$ cat config.mk
export PLATFORM = sky130hd
export DESIGN_NAME = branch_predictor
export DESIGN_NICKNAME = d
export VERILOG_FILES = /design/src/rtl/branch_predictor.sv
export SDC_FILE = /design/constraint.sdc
export NUM_CORES = 1
export LEC_CHECK = 0
export ABC_AREA = 1
export BUFFER_PORTS_ARGS = -buffer_cell sky130_fd_sc_hd__buf_2
export CORE_UTILIZATION = 45
export DETAILED_ROUTE_END_ITERATION = 10
export GPL_TIMING_DRIVEN = 0
export PLACE_DENSITY = 0.77
export SLEW_MARGIN = 0
export SYNTH_ARGS = -nofsm -noshare
export SYNTH_HDL_FRONTEND = slang
export SYNTH_SLANG_ARGS = --single-unit
$ cat constraint.sdc
create_clock -name clk -period 1.8 [get_ports clk]
set_input_delay 0.09 -clock clk [delete_from_list [all_inputs] [get_ports clk]]
set_output_delay 0.09 -clock clk [all_outputs]
set_load 0.05 [all_outputs]
$ cat src/rtl/branch_predictor.sv
// branch_predictor: 2-bit saturating-counter direction predictor, looked up in IF and resolved in EX
// Ports: clk/rst (sync, active-high); if_pc/if_valid/if_is_branch give the IF lookup;
// stall/flush steer the IF/ID and ID/EX prediction slots; ex_branch/ex_taken resolve in EX;
// pred_taken is the IF prediction; mispredict/redirect_to_target request a refetch;
// branch_count/mispredict_count are saturating statistics.
module branch_predictor #(
   parameter int ENTRIES = 16,
   parameter int IDX_W   = $clog2(ENTRIES),
   parameter int CNT_W   = 16
) (
   input  logic             clk,
   input  logic             rst,
   input  logic [31:0]      if_pc,
   input  logic             if_valid,
   input  logic             if_is_branch,
   input  logic             stall,
   input  logic             flush,
   input  logic             ex_branch,
   input  logic             ex_taken,
   output logic             pred_taken,
   output logic             mispredict,
   output logic             redirect_to_target,
   output logic [CNT_W-1:0] branch_count,
   output logic [CNT_W-1:0] mispredict_count
);
   localparam int SW = IDX_W + 3;
   logic [1:0]       tbl [ENTRIES];
   logic [SW-1:0]    s_id, s_ex;
   logic [IDX_W-1:0] idx, ex_idx;
   logic [1:0]       ex_cnt;
   logic             resolve, ex_pred;
   logic             unused_pc;
   assign unused_pc = ^{if_pc[31:IDX_W+2], if_pc[1:0]};
   assign idx = if_pc[IDX_W+1:2];
   // slot layout: {valid, is_br, pred, idx}
   assign ex_idx  = s_ex[IDX_W-1:0];
   assign ex_pred = s_ex[IDX_W];
   assign ex_cnt  = tbl[ex_idx];
   assign resolve = ex_branch & s_ex[IDX_W+2] & s_ex[IDX_W+1];
   assign pred_taken = if_valid & if_is_branch & tbl[idx][1];
   // a branch seen in EX without a tracked prediction is treated as predicted not-taken
   assign mispredict = ex_branch & (ex_taken ^ (resolve & ex_pred));
   assign redirect_to_target = ex_branch & ex_taken;
   always_ff @(posedge clk) begin
      if (rst) begin
         s_id <= '0;
         s_ex <= '0;
         branch_count <= '0;
         mispredict_count <= '0;
         for (int i = 0; i < ENTRIES; i++) tbl[i] <= 2'b01;
      end else begin
         if (flush | mispredict) begin
            s_id <= '0;
            s_ex <= '0;
         end else if (stall) begin
            s_ex <= '0;
         end else begin
            s_ex <= s_id;
            s_id <= {if_valid, if_is_branch, pred_taken, idx};
         end
         if (resolve) begin
            tbl[ex_idx] <= ex_taken ? (&ex_cnt ? ex_cnt : ex_cnt + 2'd1)
                                    : (ex_cnt == 2'd0 ? ex_cnt : ex_cnt - 2'd1);
            if (!(&branch_count)) branch_count <= branch_count + CNT_W'(1);
            if (mispredict && !(&mispredict_count)) mispredict_count <= mispredict_count + CNT_W'(1);
         end
      end
   end
endmodule

After elaboration in Yosys (flattened, before gate mapping)
Memories as Yosys holds them, arrays and structs flattened. A register that Yosys moved wholly into a read port is not among the register bits. Index checks and enable logic that the tools add are counted.

Bits in registers: 46. Bits in writable memories: 32. Output and inout port bits: 35. Word-level logic and storage cells: 42. Memories: 1.

$add $sub $neg: 4. Mux-type cells: 12. Bitwise gates (word level): 10. Reduce and logical (&&, ||, !) cells: 11.

Memory list: tbl (words 16, width 2, rd ports 2, clocked after Yosys merged registers in 1, write ports 16, line 27) `logic [1:0] tbl [ENTRIES];`.

Operators by type and width (number): 16-bit by 1-bit adder with 16-bit output (second input constant) (2); 16-bit AND reduction (2); 2-bit two-way mux (4); 4-bit two-way mux (2); 1-bit bitwise AND (7); 1-bit two-way mux (6); 2-bit AND reduction (3); 2-bit OR reduction (2); 3-bit OR reduction (1); 2-bit by 1-bit adder with 2-bit output (second input constant) (1); 2-bit zero test (1); 2-bit by 1-bit subtractor with 2-bit output (second input constant) (1); 1-bit logical AND (1); 1-bit zero test (1); 1-bit NOT (1); 1-bit OR (1); 1-bit XOR (1).

Depth between registers and ports, before layout
Word-level depth: 8. Gate-level depth with buffers: 13.

Worst setup path before layout
Ideal clock, no wire load.

Path type: register to register. Start: reg mispredict_count[1]. End: reg mispredict_count[7]. Library setup time: 132 ps. Arrival time: 1918 ps. Required time: 1668 ps. Slack: -250 ps. Stages on the path, launching flop included: 10. Cells stage by stage: dfxtp_1 > ha_1 > nand3_1 > nor3_2 > nand3_1 > nand3_2 > inv_2 > buf_4 > nand2_1 > a21oi_1.

Cells in the longest elaborated chain, start to end: 4. Elaborated cells on any way between the ends: 5. Those cells by class: add/sub (1); reduce/logical (4).

RTL lines: from (decl) (line 24) `output logic [CNT_W-1:0] mispredict_count`; from (signal assigned) (line 65) `if (mispredict && !(&mispredict_count)) mispredict_count <= mispredict_count + CNT_W'(1);`; parallel branches: the longest is 4 deep, another holds 16-bit by 1-bit adder with 16-bit output.

Parallel ways; which one is timed is not known. A chain may end at the register's enable or synchronous reset.

==> results_dict.tcl <==
set metrics [dict create \
    status "finished, violations left" \
    violations "DRC, setup timing" \
    powerDensity_nw_per_um2 664.2 \
    fmax_ghz 0.5515 \
    ys_top_cells_by_count "157 x nand2_1, 78 x nor2_1, 71 x inv_1" \
    final.min_clock_period_ps 1813 \
    r2r_cells 11 \
    fp-row-count 34 \
    synth-main-ff-cell "dfxtp_1" \
    r2r_setup_slack_ps -10 \
    max-slew-margin-rel_pct 64.38 \
    wl_um 10830 \
    dpl-instance-area_um2 4548 \
    die_x_um 98.25 \
    path_buf_inv 2 \
    numCtsBuffers 9 \
    holdPathStages 3 \
    hold_path_class "in2reg" \
    gp_congestion 0.9251 \
    finalCritPeriodShare_pct 100.7 \
    cp_slowest_cell "dfxtp_4" \
    grtUsageTotal_pct 22.01 \
    finalClockSkew_ps 10.91 \
    worst_setup_path_end_kind "register" \
    drt_iter0_markers 269 \
    synth.ff_latch_count 78 \
    vias 4061 \
    core_um2 8848 \
    netlist_instances 580 \
    crit_chain "buf_8 -> nand2_2 -> inv_2 -> nand2_1 -> nand4_1 -> nand2_1 -> nand2_1 -> nor2_4 -> nand2_4 -> nand2_8 -> nor2_2" \
    synth_warnings 0 \
    vias_per_cell 5.350 \
    portBuffers 45 \
    drc_errors 2 \
    layout.nets 688 \
    synth_area_um2 4169 \
    cts_buffer_depth 2 \
    syn_nets 622 \
    final_antenna_net_count 0 \
    antenna_cells 0 \
    firstDrtPassIters 8 \
    numClockSinks 78 \
    dieArea_um2 9653 \
    grt_first_pass_wirelength_um 16790 \
    h-tree-depth 3 \
    slew_viol_final 0 \
    power_leakage_nw 1.939 \
    synth_area_leader_cell "edfxtp_1" \
    start_util_pct 47.12 \
    cap_violations 0 \
    synth_most_common_cell "nand2_1" \
    clk_latency_ps 360 \
    startpoint_type "register" \
    cts_root_buf "clkbuf_8" \
    final.setup.worst_slack_ps -13.10 \
    synth_edf_count 32 \
    drt-wirelength-per-cell_um 14.26 \
    grt_overflow 0 \
    postLayoutCellArea_um2 5084 \
    rsz0062_at_grt "true" \
    io_pins 75 \
    antenna_found_initial 0 \
    drive_gt1_share_pct 22.73 \
    required_ps 1920 \
    path_depth 11 \
    cts_tree "built" \
    clk_pin_slew_ps 90 \
    synthTopCellsByArea "edfxtp_1 23%, dfxtp_1 22%, nand2_1 14%" \
    yosysSeqAreaShare_pct 45.14 \
    critical-path-top-delay-family "simple AND/OR/NAND/NOR gates" \
    yosys.area.top_type_share_pct 23.05 \
    path_common_cell "nand2_1" \
    crit_arrival_ps 1930 \
    crit_type "reg2reg" \
    crit_path_max_incr_delay_ps 370 \
    timing.hold.ws_ps 18.53 \
    cp_max_fo 10 \
    syn_avg_cell_area_um2 7.188 \
    area_delta_synth_final_pct 21.94 \
    worst_pin_slew_ps 534.4 \
    final_hold_viol_count 0 \
    grt_pass1_vias 3617 \
    grt_max_degree 17 \
    die_h_um 98.25 \
    async_reset_ff_share_pct 0 \
    finalSetupViolCount 7 \
    ir_worst_vdd_uv 457.0 \
    yosysUniqueCellTypes 31 \
    place_hpwl_um 7386 \
]
[tightest hold or removal path, stage by stage]
cell and delay [ps]:
buf_2 130, nand2_1 70, a21oi_1 50
[state kept, by name (all words and copies together), names as in the netlist]
name and count:
s_ex 7, tbl 32, branch_count 16, mispredict_count 16, s_id 7
[where the power goes]
group / switching, mW / internal (mW) / total (mW) / leakage, nW
registers: 0.0131 / 1.84 / 1.86 / 0.654
clock network: 0.709 / 0.605 / 1.31 / 0.103
logic: 0.145 / 0.0610 / 0.206 / 1.18
total: 0.867 / 2.51 / 3.38 / 1.94
[through the flow]
| stage | utilization [%] | cells | total power [mW] | worst slack, ps | TNS [ps] |
|---|---|---|---|---|---|
| final | 57.45 | 759 | 3.377 | -13.10 | -54.08 |
| after global routing | 57.45 | 759 | 3.482 | -114.9 | -2334 |
| after CTS | 54.10 | 751 | 3.367 | 0.4827 | 0 |
| after detailed placement | 51.40 | 733 | 2.072 | -130.6 | -2627 |
| after global placement | 51.40 | 733 | 2.068 | -126.7 | -2594 |
| after floorplan | - | 580 | 2.012 | 1.870 | 0 |
[layer usage]
metal / up-vias / global-route usage [%] / wire length [um]
met3: 18 / 4.868 / 614
met5: - / 0 / 0
met2: 149 / 36.67 / 5409
met4: 0 / 7.922 / 170
li1: 1992 / - / -
met1: 1902 / 28.15 / 4632
[cell families (layout without fill, tap and decap cells)]
logic type / after synthesis / in the layout / share of synthesized area (%)
adder cells (fa/ha/maj): 2 / 2 / 0.6001
buffers and inverters: 92 / 161 / 8.974
AO/OA/AOI/OAI: 57 / 57 / 7.413
flip-flops: 78 / 78 / 45.14
XOR/XNOR: 16 / 16 / 3.361
AND/OR/NAND/NOR: 335 / 337 / 34.51
[path summary, 6_finish.rpt]
kind	end	start
hold reg to reg	s_ex[0]	s_id[0]
hold / removal	s_id[3]	if_pc[5]
setup reg to reg	tbl[7][1]	s_ex[0]
setup / recovery	tbl[7][1]	s_ex[0]
[cells in the final DEF, fill, tap and decap left out, drive strengths merged, types with 5 or more instances in the layout]
cell type and count:
xor2 11, nor2 88, inv 77, nand3 48, nand2 163, dfxtp 46, xnor2 5, nand4 7
a21oi 31, clkbuf 17, o21ai 21, nor3 24, buf 62, edfxtp 32
[layout make-up]
cell class / instances / area, um2
Multi-Input combinational cell: 412 / 2133
Buffer: 15 / 112.6
Sequential cell: 78 / 1904
Inverter: 75 / 300.3
Timing Repair Buffer: 55 / 300.3
Fill cell: 798 / 3765
Clock buffer: 10 / 148.9
Tap cell: 108 / 135.1
Clock inverter: 6 / 48.80
[what timing repair did]
item,4_1_cts,5_1_grt
hold buffers,1,0
setup endpoints to repair,30,79
hold endpoints to repair,1,0
setup buffers,3,4
pin swaps,2,14
gates resized for setup,10,72
cloned,0,4
No activity file was read; power rests on OpenSTA's default activity.
